[config.mk]
export PLATFORM = sky130hd
export DESIGN_NAME = qbus_virq_arbiter
export DESIGN_NICKNAME = d
export VERILOG_FILES = /design/src/rtl/qbus_virq_arbiter.sv
export SDC_FILE = /design/constraint.sdc
export NUM_CORES = 1
export LEC_CHECK = 0
export BUFFER_PORTS_ARGS = -buffer_cell sky130_fd_sc_hd__buf_2
export CORE_MARGIN = 2
export CORE_UTILIZATION = 32
export DETAILED_ROUTE_END_ITERATION = 6
export GPL_TIMING_DRIVEN = 0
export PLACE_DENSITY = 0.62
export SETUP_SLACK_MARGIN = 0.02
export SLEW_MARGIN = 40
export SYNTH_ARGS = -nofsm -noshare
export SYNTH_HDL_FRONTEND = slang
export SYNTH_SLANG_ARGS = --single-unit
export TNS_END_PERCENT = 1
[constraint.sdc]
create_clock -name clk -period 1.7 [get_ports clk]
set_input_delay 0 -clock clk [delete_from_list [all_inputs] [get_ports clk]]
set_output_delay 0 -clock clk [all_outputs]
set_load 0.005 [all_outputs]
[src/rtl/qbus_virq_arbiter.sv]
// QBUS vectored-interrupt arbiter: pending capture, VIRQ, IAKO/DIN vector reply, daisy-chain pass.
// Optional rotating priority when QBUS_VIRQ_ROUNDROBIN_EN is defined; fixed priority otherwise.
module qbus_virq_arbiter #(
  parameter int NREQ     = 4,
  parameter int RPLY_DLY = 2
) (
  input  logic                clk,
  input  logic                reset,
  input  logic [NREQ-1:0]     irq_req,
  input  logic [NREQ*9-1:0]   irq_vec,
  output logic [NREQ-1:0]     irq_ack,
  output logic                virq_n,
  input  logic                iako_n,
  input  logic                din_n,
  output logic                iako_out_n,
  output logic [15:0]         ad_out,
  output logic                ad_oe,
  output logic                rply_n
);

  localparam int IW = (NREQ > 1) ? $clog2(NREQ) : 1;

  typedef enum logic [1:0] {IDLE, WAIT, REPLY, PASS} state_t;

  state_t          state_q, state_d;
  logic [1:0]      iako_sync_q, din_sync_q;
  logic            siako, sdin;
  logic [NREQ-1:0] req_prev_q, pending_q, pending_d;
  logic [NREQ-1:0] ack_q, ack_d;
  logic [IW-1:0]   win_q, win_d, sel;
  logic [3:0]      cnt_q, cnt_d;
  logic [15:0]     ad_out_q, ad_out_d;
  logic            ad_oe_q, ad_oe_d;
  logic            rply_n_q, rply_n_d;
  logic            iako_out_n_q, iako_out_n_d;
  logic            virq_n_q;
  logic [8:0]      vec_arr [NREQ];
`ifdef QBUS_VIRQ_ROUNDROBIN_EN
  logic [IW-1:0]   ptr_q, ptr_d;
`endif

  assign siako = iako_sync_q[1];
  assign sdin  = din_sync_q[1];

  always_comb begin
    for (int unsigned i = 0; i < NREQ; i++) begin
      vec_arr[i] = irq_vec[9*i +: 9];
    end
  end

  // Scan from lowest to highest priority so the last hit is the winner.
  always_comb begin
    sel = '0;
    for (int unsigned k = NREQ; k > 0; k--) begin
`ifdef QBUS_VIRQ_ROUNDROBIN_EN
      if (pending_q[IW'((ptr_q + k - 1) % NREQ)]) sel = IW'((ptr_q + k - 1) % NREQ);
`else
      if (pending_q[IW'(k - 1)]) sel = IW'(k - 1);
`endif
    end
  end

  always_comb begin
    state_d      = state_q;
    win_d        = win_q;
    cnt_d        = cnt_q;
    ad_out_d     = ad_out_q;
    ad_oe_d      = ad_oe_q;
    rply_n_d     = rply_n_q;
    iako_out_n_d = iako_out_n_q;
    ack_d        = '0;
`ifdef QBUS_VIRQ_ROUNDROBIN_EN
    ptr_d        = ptr_q;
`endif
    case (state_q)
      IDLE: begin
        if (!siako && !sdin) begin
          if (|pending_q) begin
            win_d    = sel;
            ad_out_d = {7'b0, vec_arr[sel]};
            cnt_d    = 4'(RPLY_DLY);
            state_d  = WAIT;
          end else begin
            iako_out_n_d = 1'b0;
            state_d      = PASS;
          end
        end
      end
      WAIT: begin
        if (sdin) begin
          state_d = IDLE;
        end else if (cnt_q == 4'd0) begin
          rply_n_d = 1'b0;
          ad_oe_d  = 1'b1;
          ack_d    = NREQ'(1) << win_q;
          state_d  = REPLY;
`ifdef QBUS_VIRQ_ROUNDROBIN_EN
          ptr_d    = (int'(win_q) == NREQ - 1) ? '0 : win_q + 1'b1;
`endif
        end else begin
          cnt_d = cnt_q - 4'd1;
        end
      end
      REPLY: begin
        if (sdin) begin
          rply_n_d = 1'b1;
          ad_oe_d  = 1'b0;
          state_d  = IDLE;
        end
      end
      PASS: begin
        if (siako || sdin) begin
          iako_out_n_d = 1'b1;
          state_d      = IDLE;
        end else begin
          iako_out_n_d = 1'b0;
        end
      end
      default: state_d = IDLE;
    endcase
  end

  // A new rising edge on the grant cycle re-arms the flag.
  assign pending_d = (pending_q & ~ack_d) | (irq_req & ~req_prev_q);

  always_ff @(posedge clk or posedge reset) begin
    if (reset) begin
      state_q      <= IDLE;
      iako_sync_q  <= '1;
      din_sync_q   <= '1;
      req_prev_q   <= '0;
      pending_q    <= '0;
      ack_q        <= '0;
      win_q        <= '0;
      cnt_q        <= '0;
      ad_out_q     <= '0;
      ad_oe_q      <= 1'b0;
      rply_n_q     <= 1'b1;
      iako_out_n_q <= 1'b1;
      virq_n_q     <= 1'b1;
    end else begin
      state_q      <= state_d;
      iako_sync_q  <= {iako_sync_q[0], iako_n};
      din_sync_q   <= {din_sync_q[0], din_n};
      req_prev_q   <= irq_req;
      pending_q    <= pending_d;
      ack_q        <= ack_d;
      win_q        <= win_d;
      cnt_q        <= cnt_d;
      ad_out_q     <= ad_out_d;
      ad_oe_q      <= ad_oe_d;
      rply_n_q     <= rply_n_d;
      iako_out_n_q <= iako_out_n_d;
      virq_n_q     <= ~(|pending_q);
    end
  end

`ifdef QBUS_VIRQ_ROUNDROBIN_EN
  always_ff @(posedge clk or posedge reset) begin
    if (reset) ptr_q <= '0;
    else       ptr_q <= ptr_d;
  end
`endif

  assign irq_ack    = ack_q;
  assign virq_n     = virq_n_q;
  assign iako_out_n = iako_out_n_q;
  assign ad_out     = ad_out_q;
  assign ad_oe      = ad_oe_q;
  assign rply_n     = rply_n_q;

endmodule

==> reports/results.tsv, run 1 <==
stage	metric	value	unit
final_layout	Seq. cell area	935	um2
status	status	finished clean	
timing	period utilization	96.1	%
placement	post-DP HPWL	3590	um
placement	dpl cells	341	
timing	final worst clock skew	0.00208	ns
die	Core Region	0.00624	mm2
placement	Placed Area	0.00248	mm2
final_layout	Final Cell Area	0.00274	mm2
global_route	vias in the first global route	1625	
clock_network	Worst-path clk slew	0.08	ns
pwr	IR drop worst, VDD	0.470	mV
timing	RSZ-0062 raised after global routing	yes	
pwr	Sw Pwr	0.832	mW
setup_path	worst-path maximum fanout	4	
global_route	antenna violations before repair	0	
job	max_cap viols	0	
setup_path	slowest CP cell	dfrtp_1	
drt	DRT Pass-1 Iters	4	
clock_network	CTS Buffer Depth	2	
drt	DR iter-0 viols	39	
synth	Compound-Gate Fraction of Synth Area	22.2	%
die	IO Pins	68	
pwr	Total Power	2.76	mW
drt	DRT antenna net count	0	
timing	Hold Vio Cnt, Final	0	
final_layout	proportion of layout cells with a drive suffix above 1	42.6	%
final_layout	fin cells	359	
final_layout	number of diodes	0	
timing	max-slew violation count	0	
timing	Final Setup Violations	0	
pwr	share of power burned in registers	42.7	%
synth	Cell Area, Synth	0.00204	mm2
synth	predominant post-synthesis flop cell	dfrtp_1	
setup_path	Required @ worst endpoint	1.88	ns
synth	Avg Inst Size Synth	10.3	um2
pwr	Gate power share	28.2	%
drt	drc violations	0	
clock_network	Clock Sinks	37	
pwr	Pint	1.93	mW
pwr	net switching share of the total power	30.1	%
setup_path	WP data arrival	1.81	ns
placement	PortBufs	60	
final_layout	P&R area growth vs syn	34.4	%
global_route	GRT overflow	0	
final_layout	layout net count	327	
timing	Max Fclk	612	MHz
synth	Post-synth EDFFs	0	
setup_path	Worst path max stage delay	0.42	ns
global_route	largest net degree at the start of global routing	23	
pwr	PD cells	1010	mW/mm2
pwr	clock share of power	29.1	%
global_route	GRT Util Overall	14.0	%
timing	post-layout minimum cycle time	1.63	ns
drt	final WL	4750	um
synth	post-synthesis sequential area ratio	45.9	%
die	Die Span X	83.8	um
die	Die Footprint	0.00702	mm2
die	FP Rows	29	
pwr	P_leak	1.31	nW
synth	post-synthesis cell count	197	
synth	Syn. warnings	0	
setup_path	crit-path cells	inv_2 > ha_4 > or3b_4 > nand3_4 > nand2_2 > mux2_4	
synth	Post-Synth XOR/XNOR Area	0.860	%
die	Die Y	83.8	um
clock_network	CTS buffer count	5	
worst_hold_path	Hold Path Class	primary input to flop	
timing	setup TNS	0	ns
final_layout	Util after Layout	43.9	%
setup_path	Worst setup SP type	flop	
synth	Seq cells post-synth	37	
synth	post-synthesis mux area share	0.737	%
synth	adder-cell share of the synthesized area	1.23	%
synth	Synth Area in Simple Gates	16.5	%
drt	vias per cell	4.69	
synth	main combinational cell family by area after synthesis	compound AO/OA/AOI/OAI gates	
clock_network	CTS root buffer	clkbuf_8	
global_route	global-route wire length before repair	7800	um
placement	Placer Congestion	0.822	
synth	synth unique cells	44	
final_layout	multi-input combinational cell area	913	um2
drt	Avg WL per Cell	13.2	um
drt	vias post-DR	1683	
die	Starting Density	32.6	%
setup_path	Crit Path Class	flop to flop	
clock_network	CTS tree	done	
final_layout	fillcell total	613	
synth	Synth async-reset ratio	100	%
clock_network	Worst-Skew Late Latency	0.29	ns
clock_network	H-tree depth	2	
setup_path	CP endpoint kind	flop	
[state kept, by name (all words and copies together), names as in the netlist]
signal       count
state_q          2
cnt_q            4
irq_ack          4
rply_n           1
req_prev_q       4
iako_out_n       1
win_q            2
ad_out           9
din_sync_q       2
iako_sync_q      2
pending_q        4
ad_oe            1
virq_n           1
[cell families (layout without fill, tap and decap cells)]
| kind of cell | count (synthesis) | after routing |
|---|---|---|
| buffers and inverters | 35 | 114 |
| other | 1 | 7 |
| AND/OR/NAND/NOR | 60 | 60 |
| adder cells (fa/ha/maj) | 2 | 2 |
| flip-flops | 37 | 37 |
| XOR/XNOR | 2 | 2 |
| AO/OA/AOI/OAI | 59 | 59 |
| multiplexers | 1 | 1 |
[synth_stat cells (2+ instances only)]
cell type  number  area, um2
inv_1          16       60.1
o32a_1          7       70.1
nand3_1         3       15.0
buf_4           7       52.6
dfstp_2         7        184
nor2_1         12       45.0
clkbuf_8        4       55.1
ha_1            2       25.0
o21ai_2         2       17.5
and2_1          3       18.8
nor2b_1         7       43.8
buf_6           3       33.8
nand2b_1        2       12.5
o22ai_1         3       18.8
a21oi_1         8       40.0
o21a_1          2       15.0
nor4_4          2       42.5
o21ai_1         6       30.0
xor2_1          2       17.5
nor3_1          2       10.0
and2b_1         2       15.0
nand4_1         3       18.8
nand2_1        19       71.3
o221ai_2        8        120
o21ai_0        16       80.1
dfrtp_1        30        751
o32a_2          2       22.5
[cell usage in the layout (no fill, tap or decap), types with 6 or more instances in the layout]
| cell type | instances |
|---|---|
| dlygate4sd3_1 | 7 |
| nand2_1 | 18 |
| nor2_1 | 12 |
| inv_1 | 13 |
| o21ai_1 | 6 |
| conb_1 | 7 |
| clkbuf_8 | 10 |
| buf_4 | 10 |
| dfstp_2 | 7 |
| dfrtp_1 | 30 |
| buf_2 | 61 |
| o221ai_2 | 8 |
| o21ai_0 | 16 |
| a21oi_1 | 8 |
| o32a_1 | 7 |
| nor2b_1 | 7 |
[power by group through the flow]
stage | sequential, mW | combinational (mW) | clock [mW]
after CTS | 1.17 | 0.714 | 0.825
after global placement | 1.18 | 0.662 | 0
after global routing | 1.20 | 0.873 | 0.859
final | 1.18 | 0.779 | 0.803
after floorplan | 1.17 | 0.436 | 0
after detailed placement | 1.18 | 0.684 | 0
[repair_timing]
item	CTS	global route
gates resized for setup	3	7
endpoints found under the hold margin	24	0
setup endpoints to repair	8	13
pin swaps	0	2
buffers inserted	0	3
hold buffers	7	0
[layout make-up]
class                           count  area share [%]
Buffer                             19            7.04
Clock buffer                        6            3.02
Clock inverter                      2            1.37
Inverter                           16            2.19
Multi-Input combinational cell    131            33.4
Sequential cell                    37            34.1
Tap cell                           77            3.52
Timing Repair Buffer               71            15.4
[through the flow]
stage	hold WS (ns)	worst slack (ns)
after global routing	0.0543	-0.000459
after floorplan	0.00448	0.115
after detailed placement	0.00995	-0.144
after global placement	0.106	-0.117
after CTS	0.0348	0.0432
final	0.0358	0.0659
[critical path, delay by kind of cell (launching register included)]
kind / cells / cell delay (ns)
flops: 1 / 0.42
fa+ha+maj: 1 / 0.14
buf+inv: 1 / 0.10
simple gates: 3 / 0.57
mux: 1 / 0.30
[metal layers]
metal	up-vias	track usage, %	wire length, um
li1	849	-	-
met4	0	5.28	104
met2	44	22.5	2270
met3	8	3.26	207
met5	-	0	0
met1	782	18.5	2170
[path summary, 6_finish.rpt]
kind | start | cells after the start | end | slack (ns)
min | irq_vec[32] | 3 | ad_out[5] | 0.04
max reg2reg | cnt_q[0] | 6 | cnt_q[1] | 0.07
min reg2reg | din_sync_q[0] | 0 | din_sync_q[1] | 0.36
max in group asynchronous | reset | 4 | iako_sync_q[0] | 0.96
min in group asynchronous | reset | 3 | ad_out[7] | 0.23
max | cnt_q[0] | 6 | cnt_q[1] | 0.07
No activity file was read; power rests on OpenSTA's default activity.
==> run 2, diff against run 1 <==
--- a/config.mk
+++ b/config.mk
@@ -5,13 +5,15 @@
 export SDC_FILE = /design/constraint.sdc
 export NUM_CORES = 1
 export LEC_CHECK = 0
+export ABC_AREA = 1
 export BUFFER_PORTS_ARGS = -buffer_cell sky130_fd_sc_hd__buf_2
 export CORE_MARGIN = 2
-export CORE_UTILIZATION = 32
+export CORE_UTILIZATION = 46
 export DETAILED_ROUTE_END_ITERATION = 6
 export GPL_TIMING_DRIVEN = 0
-export PLACE_DENSITY = 0.62
+export PLACE_DENSITY = 0.81
 export SETUP_SLACK_MARGIN = 0.02
+export SKIP_CTS_REPAIR_TIMING = 1
 export SLEW_MARGIN = 40
 export SYNTH_ARGS = -nofsm -noshare
 export SYNTH_HDL_FRONTEND = slang
==> run 2 against run 1 <==
Utilization up 17 points; largest cell class unchanged; area after synthesis up 3.0%; hold slack better by 0.060 ns; combinational power up 37%; power up 12%; worst setup slack better by 0.16 ns.
==> reports/results.tsv, run 2 <==
stage	metric	value	unit
final_layout	Final Cell Area	0.00267	mm2
setup_path	slowest CP cell	dfrtp_1	
setup_path	worst-path maximum fanout	4	
timing	Worst Tran Pin Value	0.594	ns
clock_network	Worst-path clk slew	0.08	ns
placement	PortBufs	60	
setup_path	CP endpoint kind	flop	
timing	worst rel slew slack	60.4	%
pwr	Pint	2.01	mW
final_layout	Util after Layout	61.0	%
timing	Final Setup Violations	0	
drt	drc violations	0	
synth	most common cell in the synthesized netlist	nand2_1	
drt	vias per cell	4.64	
die	Starting Density	47.9	%
setup_path	WP data arrival	1.65	ns
setup_path	Worst setup SP type	flop	
synth	Cell Area, Synth	0.00210	mm2
synth	Seq cells post-synth	37	
synth	Syn. warnings	0	
die	Core Region	0.00438	mm2
synth	predominant post-synthesis flop cell	dfrtp_1	
timing	period utilization	87.0	%
synth	post-synthesis sequential area ratio	44.5	%
drt	Avg WL per Cell	10.6	um
synth	Yosys top cell area share	35.8	%
synth	Avg Inst Size Synth	7.63	um2
final_layout	Seq. cell area	935	um2
final_layout	number of diodes	0	
drt	DR iter-0 viols	59	
setup_path	Required @ worst endpoint	1.87	ns
pwr	Gate power share	34.4	%
final_layout	most common cell after layout, fill and taps aside	nand2_1	
timing	final worst clock skew	0.00823	ns
synth	Synth async-reset ratio	100	%
die	IO Pins	68	
die	Die Span X	71.5	um
final_layout	proportion of layout cells with a drive suffix above 1	31.2	%
pwr	share of power burned in registers	40.9	%
timing	max-slew violation count	0	
worst_hold_path	Hold Path Class	primary input to flop	
pwr	Total Power	3.10	mW
timing	RSZ-0062 raised after global routing	no	
status	status	finished clean	
timing	Hold Vio Cnt, Final	0	
setup_path	crit-path cells	inv_1 > ha_1 > nand2_1 > nor2_1 > nand3_1 > nor2_1 > o22ai_1	
pwr	PD cells	1160	mW/mm2
clock_network	CTS tree	done	
synth	largest area contributor in the netlist	dfrtp_1	
drt	DRT Pass-1 Iters	5	
clock_network	Worst-Skew Late Latency	0.29	ns
pwr	Sw Pwr	1.09	mW
timing	post-layout minimum cycle time	1.48	ns
clock_network	CTS root buffer	clkbuf_8	
placement	post-DP HPWL	3410	um
setup_path	Crit Path Class	flop to flop	
placement	Placed Area	0.00249	mm2
job	max_cap viols	0	
drt	final WL	4340	um
placement	Placer Congestion	0.806	
synth	Post-synth EDFFs	0	
die	FP Rows	24	
final_layout	P&R area growth vs syn	27.4	%
global_route	vias in the first global route	1719	
final_layout	multi-input combinational cell area	872	um2
timing	setup TNS	0	ns
global_route	largest net degree at the start of global routing	38	
final_layout	layout net count	401	
final_layout	fillcell total	407	
timing	Hold WS	0.0954	ns
pwr	IR drop worst, VDD	0.670	mV
global_route	global-route wire length before repair	7200	um
clock_network	Clock Sinks	37	
pwr	clock share of power	24.7	%
synth	most frequent cells after synthesis	nand2_1, inv_1, nand3_1	
global_route	GRT Util Overall	17.9	%
clock_network	H-tree depth	2	
synth	post-synthesis cell count	275	
setup_path	Worst path max stage delay	0.39	ns
synth	synth unique cells	27	
die	Die Footprint	0.00512	mm2
global_route	GRT overflow	0	
final_layout	most frequent cells in the layout	nand2_1, buf_2, inv_1, nand3_1, dfrtp_1	
global_route	antenna violations before repair	0	
setup_path	most frequent CP cell	nor2_1	
clock_network	CTS Buffer Depth	2	
drt	DRT antenna net count	0	
synth	Area contributors post-synth	dfrtp_1, nand2_1, inv_1, nand3_1, dfstp_2	
drt	vias post-DR	1893	
pwr	P_leak	1.59	nW
pwr	net switching share of the total power	35.1	%
final_layout	max FFs per register	9	
clock_network	CTS buffer count	5	
die	Die Y	71.5	um
timing	Max Fclk	676	MHz
-- run 2: routing by layer --
metal	wire length [um]	vias to the layer above	track usage, %
met5	0	-	0
met4	49	0	5.66
met3	252	6	4.64
met2	2210	57	31.3
met1	1830	856	21.6
li1	-	974	-
-- run 2: power groups by stage --
stage / Combinational [mW] / Clock [mW] / Sequential [mW]
CTS: 1.07 / 0.777 / 1.27
floorplan: 0.726 / 0 / 1.27
global placement: 1.03 / 0 / 1.27
global route: 1.22 / 0.820 / 1.30
finish: 1.07 / 0.766 / 1.27
detailed placement: 1.07 / 0 / 1.28
-- run 2: worst max-delay path: cells and delay by family (launching register included) --
family / cells / cell delay [ns]
buffers and inverters: 1 / 0.12
and+or+nand+nor: 4 / 0.58
AOI/OAI and AO/OA: 1 / 0.09
DFF: 1 / 0.39
adders and majority gates: 1 / 0.18
-- run 2: final timing paths --
check                          startpoint             end  slack, ns  cells past startpoint
hold / removal                 irq_vec[3]       ad_out[3]        0.1                      7
hold reg to reg            iako_sync_q[0]  iako_sync_q[1]       0.36                      0
min in group asynchronous           reset       ad_out[8]       0.29                      3
setup reg to reg                 cnt_q[0]    pending_q[1]       0.22                      7
setup / recovery                 cnt_q[0]    pending_q[1]       0.22                      7
max in group asynchronous           reset    pending_q[1]       1.02                      3
-- run 2: cell families after synthesis --
kind of cell             synth area share (%)
other                                   0.179
AND/OR/NAND/NOR                          34.0
adder cells (fa/ha/maj)                  1.19
AO/OA/AOI/OAI                            4.29
flip-flops                               44.5
XOR/XNOR                                0.835
buffers and inverters                    15.0
-- run 2: area by class of cell --
cell class	count	area share, %
Timing Repair Buffer	67	13.9
Buffer	12	3.60
Clock inverter	3	1.73
Tap cell	52	2.43
Clock buffer	5	2.57
Sequential cell	37	35.0
Multi-Input combinational cell	174	32.6
Inverter	58	8.19
-- run 2: through the flow --
stage | cells | setup WS [ns]
after detailed placement | 393 | 0.202
final | 408 | 0.221
after global placement | 393 | 0.235
after global routing | 408 | 0.101
after CTS | 401 | 0.178
after floorplan | 281 | 0.409
